$ cat config.mk
export PLATFORM = sky130hd
export DESIGN_NAME = data_mem_arbiter_flat
export DESIGN_NICKNAME = d
export VERILOG_FILES = /design/src/rtl/data_mem_arbiter_if.sv /design/src/rtl/data_mem_arbiter.sv /design/src/flat_wrapper.sv
export SDC_FILE = /design/constraint.sdc
export NUM_CORES = 1
export LEC_CHECK = 0
export CORE_MARGIN = 5
export CORE_UTILIZATION = 37
export CTS_CLUSTER_DIAMETER = 100
export DETAILED_ROUTE_END_ITERATION = 10
export PLACE_DENSITY = 0.88
export SLEW_MARGIN = 40
export SYNTH_ARGS = -nofsm -noshare
export SYNTH_HDL_FRONTEND = slang
export SYNTH_SLANG_ARGS = --single-unit
$ cat constraint.sdc
create_clock -name clk -period 1.8 [get_ports clk]
set_input_delay 0.18 -clock clk [delete_from_list [all_inputs] [get_ports clk]]
set_output_delay 0.18 -clock clk [all_outputs]
set_load 0.01 [all_outputs]
$ cat src/rtl/data_mem_arbiter_if.sv
// Bundle of the two requester ports (a, b) and the single memory port shared
// by data_mem_arbiter.
//   slave  : arbiter view. Requests and mem_rdata in; grants, responses and
//            memory controls out.
//   master : environment view (requesters plus memory model), the mirror image.
// Requester signals per x in {a,b}:
//   x_req, x_we, x_addr, x_wdata  -> arbiter
//   x_gnt, x_rvalid, x_rdata, x_err <- arbiter
// Memory signals:
//   mem_we, mem_re, mem_addr, mem_wdata <- arbiter
//   mem_rdata (combinational read data) -> arbiter
interface data_mem_arbiter_if #(
    parameter int DATA_W = 32,
    parameter int ADDR_W = 32
);
    logic              a_req;
    logic              a_we;
    logic [ADDR_W-1:0] a_addr;
    logic [DATA_W-1:0] a_wdata;
    logic              a_gnt;
    logic              a_rvalid;
    logic [DATA_W-1:0] a_rdata;
    logic              a_err;

    logic              b_req;
    logic              b_we;
    logic [ADDR_W-1:0] b_addr;
    logic [DATA_W-1:0] b_wdata;
    logic              b_gnt;
    logic              b_rvalid;
    logic [DATA_W-1:0] b_rdata;
    logic              b_err;

    logic              mem_we;
    logic              mem_re;
    logic [ADDR_W-1:0] mem_addr;
    logic [DATA_W-1:0] mem_wdata;
    logic [DATA_W-1:0] mem_rdata;

    modport slave (
        input  a_req, a_we, a_addr, a_wdata,
        input  b_req, b_we, b_addr, b_wdata,
        input  mem_rdata,
        output a_gnt, a_rvalid, a_rdata, a_err,
        output b_gnt, b_rvalid, b_rdata, b_err,
        output mem_we, mem_re, mem_addr, mem_wdata
    );

    modport master (
        output a_req, a_we, a_addr, a_wdata,
        output b_req, b_we, b_addr, b_wdata,
        output mem_rdata,
        input  a_gnt, a_rvalid, a_rdata, a_err,
        input  b_gnt, b_rvalid, b_rdata, b_err,
        input  mem_we, mem_re, mem_addr, mem_wdata
    );
endinterface

$ cat src/rtl/data_mem_arbiter.sv
// Two-requester arbiter in front of a single-port data memory.
// A request sampled in cycle N gives x_gnt plus the memory access in N+1 and
// the x_rvalid response (read data or write acknowledge) in N+2. Addresses at
// or above DEPTH are granted but never reach the memory; they answer with
// x_err=1 and x_rdata=0.
// Ports:
//   clk  rising-edge clock
//   rst  synchronous active-high reset
//   bus  data_mem_arbiter_if.slave (requesters a/b and memory port)
// Build option: DMEM_ARB_ROUND_ROBIN_EN -- when defined, a simultaneous
// request from IDLE goes to the requester not served last; otherwise A wins.
//
// state   | meaning
// IDLE    | no access in flight, memory controls low
// SERVE_A | A granted this cycle, its memory access is on the bus
// SERVE_B | B granted this cycle, its memory access is on the bus
module data_mem_arbiter #(
    parameter int DATA_W = 32,
    parameter int ADDR_W = 32,
    parameter int DEPTH  = 32
) (
    input  logic              clk,
    input  logic              rst,
    data_mem_arbiter_if.slave bus
);
    typedef enum logic [1:0] {IDLE = 2'd0, SERVE_A = 2'd1, SERVE_B = 2'd2} state_t;

    state_t            state, state_nxt;
    logic              serve_a, serve_b, prefer_a;
    logic              sel_we, in_range;
    logic [ADDR_W-1:0] sel_addr;
    logic [DATA_W-1:0] sel_wdata;

    logic              a_gnt_q, a_gnt_n, b_gnt_q, b_gnt_n;
    logic              a_rvalid_q, a_rvalid_n, b_rvalid_q, b_rvalid_n;
    logic              a_err_q, a_err_n, b_err_q, b_err_n;
    logic [DATA_W-1:0] a_rdata_q, a_rdata_n, b_rdata_q, b_rdata_n;
    logic              mem_we_q, mem_we_n, mem_re_q, mem_re_n;
    logic [ADDR_W-1:0] mem_addr_q, mem_addr_n;
    logic [DATA_W-1:0] mem_wdata_q, mem_wdata_n;
    // Current access targets an address outside the memory.
    logic              oor_q, oor_n;

`ifdef DMEM_ARB_ROUND_ROBIN_EN
    logic last_b;

    assign prefer_a = last_b;

    always_ff @(posedge clk) begin
        if (rst) begin
            last_b <= 1'b1;
        end else if (serve_a) begin
            last_b <= 1'b0;
        end else if (serve_b) begin
            last_b <= 1'b1;
        end
    end
`else
    assign prefer_a = 1'b1;
`endif

    always_ff @(posedge clk) begin
        if (rst) begin
            state <= IDLE;
        end else begin
            state <= state_nxt;
        end
    end

    always_comb begin
        state_nxt   = IDLE;
        serve_a     = 1'b0;
        serve_b     = 1'b0;
        a_gnt_n     = 1'b0;
        b_gnt_n     = 1'b0;
        a_rvalid_n  = 1'b0;
        b_rvalid_n  = 1'b0;
        a_err_n     = 1'b0;
        b_err_n     = 1'b0;
        a_rdata_n   = a_rdata_q;
        b_rdata_n   = b_rdata_q;
        mem_we_n    = 1'b0;
        mem_re_n    = 1'b0;
        mem_addr_n  = '0;
        mem_wdata_n = '0;
        oor_n       = 1'b0;

        case (state)
            IDLE: begin
                if (bus.a_req && (!bus.b_req || prefer_a)) begin
                    serve_a = 1'b1;
                end else if (bus.b_req) begin
                    serve_b = 1'b1;
                end
            end
            SERVE_A: begin
                // Respond to A; A's own request is masked so B gets a turn.
                a_rvalid_n = 1'b1;
                a_err_n    = oor_q;
                if (oor_q) begin
                    a_rdata_n = '0;
                end else if (mem_re_q) begin
                    a_rdata_n = bus.mem_rdata;
                end
                serve_b = bus.b_req;
            end
            SERVE_B: begin
                b_rvalid_n = 1'b1;
                b_err_n    = oor_q;
                if (oor_q) begin
                    b_rdata_n = '0;
                end else if (mem_re_q) begin
                    b_rdata_n = bus.mem_rdata;
                end
                serve_a = bus.a_req;
            end
            default: ;
        endcase

        if (serve_a) begin
            state_nxt = SERVE_A;
        end else if (serve_b) begin
            state_nxt = SERVE_B;
        end

        sel_we    = serve_b ? bus.b_we    : bus.a_we;
        sel_addr  = serve_b ? bus.b_addr  : bus.a_addr;
        sel_wdata = serve_b ? bus.b_wdata : bus.a_wdata;
        in_range  = sel_addr < ADDR_W'(DEPTH);

        if (serve_a || serve_b) begin
            a_gnt_n     = serve_a;
            b_gnt_n     = serve_b;
            mem_we_n    = sel_we & in_range;
            mem_re_n    = ~sel_we & in_range;
            mem_addr_n  = sel_addr;
            mem_wdata_n = sel_wdata;
            oor_n       = ~in_range;
        end
    end

    always_ff @(posedge clk) begin
        if (rst) begin
            a_gnt_q     <= 1'b0;
            b_gnt_q     <= 1'b0;
            a_rvalid_q  <= 1'b0;
            b_rvalid_q  <= 1'b0;
            a_err_q     <= 1'b0;
            b_err_q     <= 1'b0;
            a_rdata_q   <= '0;
            b_rdata_q   <= '0;
            mem_we_q    <= 1'b0;
            mem_re_q    <= 1'b0;
            mem_addr_q  <= '0;
            mem_wdata_q <= '0;
            oor_q       <= 1'b0;
        end else begin
            a_gnt_q     <= a_gnt_n;
            b_gnt_q     <= b_gnt_n;
            a_rvalid_q  <= a_rvalid_n;
            b_rvalid_q  <= b_rvalid_n;
            a_err_q     <= a_err_n;
            b_err_q     <= b_err_n;
            a_rdata_q   <= a_rdata_n;
            b_rdata_q   <= b_rdata_n;
            mem_we_q    <= mem_we_n;
            mem_re_q    <= mem_re_n;
            mem_addr_q  <= mem_addr_n;
            mem_wdata_q <= mem_wdata_n;
            oor_q       <= oor_n;
        end
    end

    assign bus.a_gnt     = a_gnt_q;
    assign bus.b_gnt     = b_gnt_q;
    assign bus.a_rvalid  = a_rvalid_q;
    assign bus.b_rvalid  = b_rvalid_q;
    assign bus.a_err     = a_err_q;
    assign bus.b_err     = b_err_q;
    assign bus.a_rdata   = a_rdata_q;
    assign bus.b_rdata   = b_rdata_q;
    assign bus.mem_we    = mem_we_q;
    assign bus.mem_re    = mem_re_q;
    assign bus.mem_addr  = mem_addr_q;
    assign bus.mem_wdata = mem_wdata_q;
endmodule

$ cat src/flat_wrapper.sv
// flat-port wrapper written by rule: the top's interface ports become plain ports
module data_mem_arbiter_flat 
#(
    parameter int DATA_W = 32,
    parameter int ADDR_W = 32,
    parameter int DEPTH  = 32
)
  (clk, rst, bus_a_req, bus_a_we, bus_a_addr, bus_a_wdata, bus_b_req, bus_b_we, bus_b_addr, bus_b_wdata, bus_mem_rdata, bus_a_gnt, bus_a_rvalid, bus_a_rdata, bus_a_err, bus_b_gnt, bus_b_rvalid, bus_b_rdata, bus_b_err, bus_mem_we, bus_mem_re, bus_mem_addr, bus_mem_wdata);
  data_mem_arbiter_if #(.DATA_W(DATA_W), .ADDR_W(ADDR_W)) bus_i ();
  input  logic clk;
  input  logic rst;
  input wire logic [$bits(bus_i.a_req)-1:0] bus_a_req;
  input wire logic [$bits(bus_i.a_we)-1:0] bus_a_we;
  input wire logic [$bits(bus_i.a_addr)-1:0] bus_a_addr;
  input wire logic [$bits(bus_i.a_wdata)-1:0] bus_a_wdata;
  input wire logic [$bits(bus_i.b_req)-1:0] bus_b_req;
  input wire logic [$bits(bus_i.b_we)-1:0] bus_b_we;
  input wire logic [$bits(bus_i.b_addr)-1:0] bus_b_addr;
  input wire logic [$bits(bus_i.b_wdata)-1:0] bus_b_wdata;
  input wire logic [$bits(bus_i.mem_rdata)-1:0] bus_mem_rdata;
  output wire logic [$bits(bus_i.a_gnt)-1:0] bus_a_gnt;
  output wire logic [$bits(bus_i.a_rvalid)-1:0] bus_a_rvalid;
  output wire logic [$bits(bus_i.a_rdata)-1:0] bus_a_rdata;
  output wire logic [$bits(bus_i.a_err)-1:0] bus_a_err;
  output wire logic [$bits(bus_i.b_gnt)-1:0] bus_b_gnt;
  output wire logic [$bits(bus_i.b_rvalid)-1:0] bus_b_rvalid;
  output wire logic [$bits(bus_i.b_rdata)-1:0] bus_b_rdata;
  output wire logic [$bits(bus_i.b_err)-1:0] bus_b_err;
  output wire logic [$bits(bus_i.mem_we)-1:0] bus_mem_we;
  output wire logic [$bits(bus_i.mem_re)-1:0] bus_mem_re;
  output wire logic [$bits(bus_i.mem_addr)-1:0] bus_mem_addr;
  output wire logic [$bits(bus_i.mem_wdata)-1:0] bus_mem_wdata;
  assign bus_i.a_req = bus_a_req;
  assign bus_i.a_we = bus_a_we;
  assign bus_i.a_addr = bus_a_addr;
  assign bus_i.a_wdata = bus_a_wdata;
  assign bus_i.b_req = bus_b_req;
  assign bus_i.b_we = bus_b_we;
  assign bus_i.b_addr = bus_b_addr;
  assign bus_i.b_wdata = bus_b_wdata;
  assign bus_i.mem_rdata = bus_mem_rdata;
  assign bus_a_gnt = bus_i.a_gnt;
  assign bus_a_rvalid = bus_i.a_rvalid;
  assign bus_a_rdata = bus_i.a_rdata;
  assign bus_a_err = bus_i.a_err;
  assign bus_b_gnt = bus_i.b_gnt;
  assign bus_b_rvalid = bus_i.b_rvalid;
  assign bus_b_rdata = bus_i.b_rdata;
  assign bus_b_err = bus_i.b_err;
  assign bus_mem_we = bus_i.mem_we;
  assign bus_mem_re = bus_i.mem_re;
  assign bus_mem_addr = bus_i.mem_addr;
  assign bus_mem_wdata = bus_i.mem_wdata;
  data_mem_arbiter #(.DATA_W(DATA_W), .ADDR_W(ADDR_W), .DEPTH(DEPTH)) u_core (.clk(clk), .rst(rst), .bus(bus_i));
endmodule
==> flow_metrics.env, run 1 <==
export IMPL_outcome="complete, no violations"
export IMPL_r2r_slack_ns=0.21
export IMPL_finalHoldViolations=0
export IMPL_skew_ns=0.00575
export IMPL_synthCells=634
export IMPL_crit_path_end_kind="register"
export IMPL_synth_top_family_by_area="simple AND/OR/NAND/NOR gates"
export IMPL_netlist_area_um2=5040
export IMPL_dp_hpwl_um=13800
export IMPL_synth_nets=800
export IMPL_first_global_vias=5330
export IMPL_ant_nets=0
export IMPL_yosysUniqueCellTypes=25
export IMPL_worst_r2r_cell_count=4
export IMPL_synthXorXnorAreaFrac_pct=0
export IMPL_routed_wl_um=18200
export IMPL_path_clk_slew_ns=0.06
export IMPL_timing_slew_headroom_pct=54.9
export IMPL_maxCapViolations=0
export IMPL_cp_arrival_ns=2.06
export IMPL_final_setup_viol_count=0
export IMPL_wire_per_inst_um=16.3
export IMPL_vias=5471
export IMPL_diodes=0
export IMPL_power_density_nw_per_um2=888
export IMPL_crit_chain="clkdlybuf4s50_1 > nor4_1 > buf_4 > nand4_1 > or4_4 > a221oi_2"
export IMPL_grt_pass1_wl_um=27500
export IMPL_critical_path_max_stage_delay_ns=0.57
export IMPL_hold_path_class="in2reg"
export IMPL_yosys_area_share_simple_pct=27.3
export IMPL_r2r_end="u_core.bus.a_rdata[25]"
export IMPL_worstHoldEndpoint="u_core.bus.a_gnt"
export IMPL_nets=1095
export IMPL_cts_made_buffers=17
export IMPL_area_growth_pct=76.6
export IMPL_yosys_warnings=0
export IMPL_routed_via_density=4.90
export IMPL_final_seq_area_um2=2780
export IMPL_dieWidth_um=127
export IMPL_start_kind="primary input"
export IMPL_worst_pin_slew_ns=0.677
export IMPL_gp_congestion=0.897
export IMPL_grt_ovfl_total=0
export IMPL_min_period_ns=1.73
export IMPL_period_share_pct=96.3
export IMPL_fin_tns_setup_ns=0
export IMPL_grtUsageTotal_pct=22.0
export IMPL_hp_start="rst"
export IMPL_cts_tree="yes"
export IMPL_cts_root_buf="clkbuf_16"
export IMPL_multi_input_area_um2=2090
export IMPL_fmax_mhz=577
export IMPL_cp_top_family="simple AND/OR/NAND/NOR gates"
export IMPL_p_total_mw=7.89
export IMPL_synth_compound_area_share_pct=13.6
export IMPL_antenna_found_initial=0
export IMPL_ir_drop_uv=550
export IMPL_p_leak_nw=3.27
export IMPL_slew_viol_final=0
export IMPL_rows=42
export IMPL_cp_slowest_cell="or4_4"
export IMPL_grt_start_max_net_pins=71
export IMPL_drcViolationCount=0
export IMPL_yosys_area_share_adder_pct=0
export IMPL_crit_required_ns=2.12
export IMPL_initial_core_util_pct=37.9
export IMPL_crit_type="in2reg"
export IMPL_ys_ff_latch=139
export IMPL_holdPathStages=3
export IMPL_path_buf_inv=2
export IMPL_htree_levels=4
export IMPL_post_cts_setup_buffers=0
export IMPL_rsz0062_at_grt="no"
export IMPL_ctsResizeCount=0
export IMPL_first_pass_iters=4
export IMPL_synth_area_per_cell_um2=7.94
export IMPL_insertion_delay_ns=0.41
export IMPL_core_region_area_um2=13300
export IMPL_drt_iter0_drc=261
export IMPL_synth_mux_area_share_pct=0.224
export IMPL_cts_hold_buf=0
export IMPL_top_level_ports=302
export IMPL_drive_gt1_share_pct=6.59
export IMPL_clock_path_buffers=2
export IMPL_dieArea_um2=16000
export IMPL_die_h_um=127
export IMPL_n_fill_cell=1037
export IMPL_r2r_start="u_core.oor_q"
export IMPL_seq_area_frac_synth_pct=55.3
export IMPL_crit_fanout=3
export IMPL_io_buffers=301
export IMPL_cts_sinks=139
final cells by class:
type	count	area share [%]
Multi-Input combinational cell	449	23.5
Clock buffer	24	5.42
Sequential cell	139	31.3
Clock inverter	7	1.01
Timing Repair Buffer	322	36.3
Tap cell	176	2.48
placed cells by master, fill, tap and decap left out, drive strengths merged, types with 2 or more instances in the layout:
| cell type | synthesis | final |
|---|---|---|
| dfxtp | 139 | 139 |
| nor4 | 12 | 12 |
| clkbuf | 38 | 24 |
| nand2b | 6 | 6 |
| or3 | 2 | 2 |
| nor2b | 33 | 33 |
| buf | 8 | 22 |
| clkinvlp | 0 | 2 |
| o22ai | 16 | 16 |
| clkdlybuf4s50 | 0 | 300 |
| bufinv | 0 | 2 |
| or4 | 2 | 2 |
| clkinv | 0 | 3 |
| nor2 | 28 | 28 |
| a21oi | 112 | 112 |
| nand2 | 228 | 228 |
| or2 | 2 | 2 |
| nand4 | 2 | 2 |
| nor3 | 2 | 2 |
cells by family (layout without fill, tap and decap cells):
family | after synthesis | in the layout
AOI/OAI and AO/OA | 130 | 130
and+or+nand+nor | 318 | 318
DFF | 139 | 139
buffers and inverters | 46 | 353
muxes | 1 | 1
metal layers:
layer  GRT usage (%)  vias up  part of all wire, %
met1            23.3     2496                   36
met5               0        -                    0
li1                -     2661                    -
met4            9.72        0                  3.8
met3            8.32       47                  9.4
met2            38.7      267                   51
worst max-delay path by stage:
stage / cells after the start / to / start / slack (ns)
2_1_floorplan: 5 / u_core.bus.mem_we / u_core.state[1] / 0.24
3_3_place_gp: 5 / u_core.bus.mem_we / bus_a_addr[7] / -0.29
3_5_place_dp: 6 / u_core.bus.mem_we / bus_b_addr[7] / -0.32
4_1_cts: 5 / u_core.bus.mem_we / bus_a_addr[7] / 0.06
5_1_grt: 6 / u_core.bus.mem_we / bus_b_addr[7] / 0.01
6_report: 6 / u_core.bus.mem_we / bus_b_addr[7] / 0.07
power breakdown:
part	internal (mW)	switching, mW
Sequential	3.22	0.0444
Combinational	0.714	0.549
Clock	2.13	1.23
Total	6.07	1.82
worst reg2reg max path, stage by stage, from the launching register on:
cell	delay, ns
dfxtp_1	0.31
nor2_1	0.25
or2_2	0.61
nand2_1	0.17
a21oi_1	0.18
Yosys cell counts (all sizes together):
master  instances  area, µm²
and3b           1       8.76
o22ai          16        100
nand2b          6       55.1
nor2b          33        206
dfxtp         139       2780
or3             2       12.5
or4             2       18.8
mux2            1       11.3
a21oi         112        561
nand4           2       12.5
buf             8       41.3
nor4           12       75.1
nand2         228        856
nor2           28        108
or2             2       12.5
clkbuf         38        143
a211oi          1       7.51
a221oi          1       15.0
nor3            2       10.0
sequential cells by signal (all words and copies together), names as in the netlist, 2 cells and up:
register              flops
u_core.bus.mem_addr      32
u_core.bus.a_rdata       32
u_core.state              2
u_core.bus.mem_wdata     32
u_core.bus.b_rdata       32
metrics by stage:
| step | instances | hold slack [ns] | instance area (µm²) | utilization, % | setup slack (ns) |
|---|---|---|---|---|---|
| finish | 1117 | 0.249 | 8890 | 66.9 | 0.0659 |
| global route | 1117 | 0.235 | 8890 | 66.9 | 0.0130 |
| CTS | 1117 | 0.242 | 8890 | 66.9 | 0.0650 |
| detailed placement | 1086 | 0.445 | 8320 | 62.6 | -0.320 |
| global placement | 1086 | 0.441 | 8320 | 62.6 | -0.291 |
| floorplan | 634 | 0.316 | 5040 | - | 0.244 |
No activity file was read; power rests on OpenSTA's default activity.
==> run 2, diff against run 1 <==
Settings changed: CORE_MARGIN 5 to 10.
==> flow_metrics.env, run 2 (synthesis gave the netlist of run 1 again) <==
export IMPL_hp_start="rst"
export IMPL_p_sw_mw=1.91
export IMPL_min_period_ns=1.74
export IMPL_antenna_found_initial=0
export IMPL_grt_pass1_wl_um=29800
export IMPL_crit_type="in2reg"
export IMPL_clkPwrFrac_pct=42.3
export IMPL_die_h_um=137
export IMPL_gp_congestion=0.927
export IMPL_htree_levels=4
export IMPL_grt_ovfl_total=0
export IMPL_grtUsageMet3_pct=9.46
export IMPL_grt_start_max_net_pins=71
export IMPL_grtUsageMet1_pct=20.4
export IMPL_cts_tree="yes"
export IMPL_r2r_start="u_core.state[0]"
export IMPL_period_share_pct=96.4
export IMPL_vias=5545
export IMPL_final_setup_viol_count=0
export IMPL_power_density_nw_per_um2=884
export IMPL_fmax_mhz=576
export IMPL_grt_busiest_layer="met2"
export IMPL_diodes=0
export IMPL_worst_pin_slew_ns=0.695
export IMPL_clock_path_buffers=2
export IMPL_layout_common_cells="300 x clkdlybuf4s50_1, 228 x nand2_1, 139 x dfxtp_1"
export IMPL_timing_slew_headroom_pct=53.7
export IMPL_holdWs_ns=0.266
export IMPL_first_global_vias=5526
export IMPL_p_total_mw=7.91
export IMPL_postLayoutCellArea_um2=8950
export IMPL_p_leak_nw=3.30
export IMPL_maxCapViolations=0
export IMPL_dieWidth_um=137
export IMPL_dp_cells=1091
export IMPL_hold_path_class="in2reg"
export IMPL_routed_wl_um=20500
export IMPL_area_growth_pct=77.8
export IMPL_dpl_cell_area_um2=8380
export IMPL_nets=1100
export IMPL_insertion_delay_ns=0.42
export IMPL_cts_made_buffers=17
export IMPL_crit_path_end_kind="register"
export IMPL_finalHoldViolations=0
export IMPL_ir_drop_uv=553
export IMPL_n_fill_cell=1021
export IMPL_initial_core_util_pct=37.9
export IMPL_start_kind="primary input"
export IMPL_ant_nets=0
export IMPL_slew_viol_final=0
export IMPL_outcome="complete, no violations"
export IMPL_dieArea_um2=18700
export IMPL_drcViolationCount=0
export IMPL_p_int_mw=6.01
export IMPL_drt_iter0_drc=288
export IMPL_final_cells=1122
export IMPL_first_pass_iters=5
export IMPL_grtUsageTotal_pct=20.8
export IMPL_crit_required_ns=2.13
export IMPL_path_clk_slew_ns=0.05
export IMPL_crit_fanout=3
export IMPL_p_comb_share_pct=16.4
export IMPL_dp_hpwl_um=16000
export IMPL_setup_slack_ns=0.0645
export IMPL_p_seq_share_pct=41.3
export IMPL_use_met2_pct=36.7
export IMPL_rsz0062_at_grt="no"
export IMPL_io_buffers=301
export IMPL_startpoint="bus_b_addr[7]"
export IMPL_skew_ns=0.00841
export IMPL_drive_gt1_share_pct=7.40
export IMPL_core_region_area_um2=13300
export IMPL_rows=42
export IMPL_cts_root_buf="clkbuf_16"
export IMPL_routed_via_density=4.94
export IMPL_cts_sinks=139
export IMPL_post_cts_setup_buffers=0
export IMPL_top_level_ports=302
export IMPL_wire_per_inst_um=18.3
export IMPL_p_sw_share_pct=24.1
export IMPL_layout_commonest_cell="clkdlybuf4s50_1"
export IMPL_post_place_ws_ns=-0.354
export IMPL_cts_hold_buf=0
export IMPL_cp_arrival_ns=2.06
-- run 2: worst paths after layout --
kind	to	slack, ns	cells past startpoint
max	u_core.bus.mem_we	0.06	6
min	u_core.bus.a_gnt	0.27	3
max reg2reg	u_core.bus.mem_we	0.19	4
min reg2reg	u_core.bus.a_rdata[24]	0.45	2
-- run 2: critical path, stage by stage --
cell	delay, ns
clkdlybuf4s50_1	0.43
nor4_1	0.31
buf_4	0.17
nand4_1	0.13
or4_4	0.56
a221oi_2	0.29
-- run 2: per-layer routing --
metal	part of all wire, %	routed length, µm
met5	0	0
met1	35	7080
met2	50	10300
met4	3.1	640
met3	12	2480
-- run 2: layout make-up --
type,instances,area [µm²],share of cell area [%]
multi-input cells,449,2090,23.4
clock buffers,19,443,4.95
flip-flops and latches,139,2780,31.1
clock inverters,12,124,1.38
well taps,176,220,2.46
repair buffers,327,3290,36.8
-- run 2: through the flow --
stage | setup TNS, ns | utilization [%]
2_1_floorplan | 0 | -
3_3_place_gp | -0.817 | 63.1
3_5_place_dp | -0.936 | 63.1
4_1_cts | 0 | 67.3
5_1_grt | 0 | 67.3
6_report | 0 | 67.3
-- run 2: repair_timing --
item / CTS / global route
setup endpoints to repair: 0 / 2
gates resized for setup: 0 / 1
endpoints found under the hold margin: 0 / 0
-- run 2: power groups by stage --
stage	clock [mW]	sequential, mW	combinational (mW)
2_1_floorplan	0	3.40	0.366
3_3_place_gp	0	3.32	1.27
3_5_place_dp	0	3.33	1.29
4_1_cts	3.40	3.27	1.30
5_1_grt	3.54	3.28	1.37
6_report	3.35	3.27	1.30
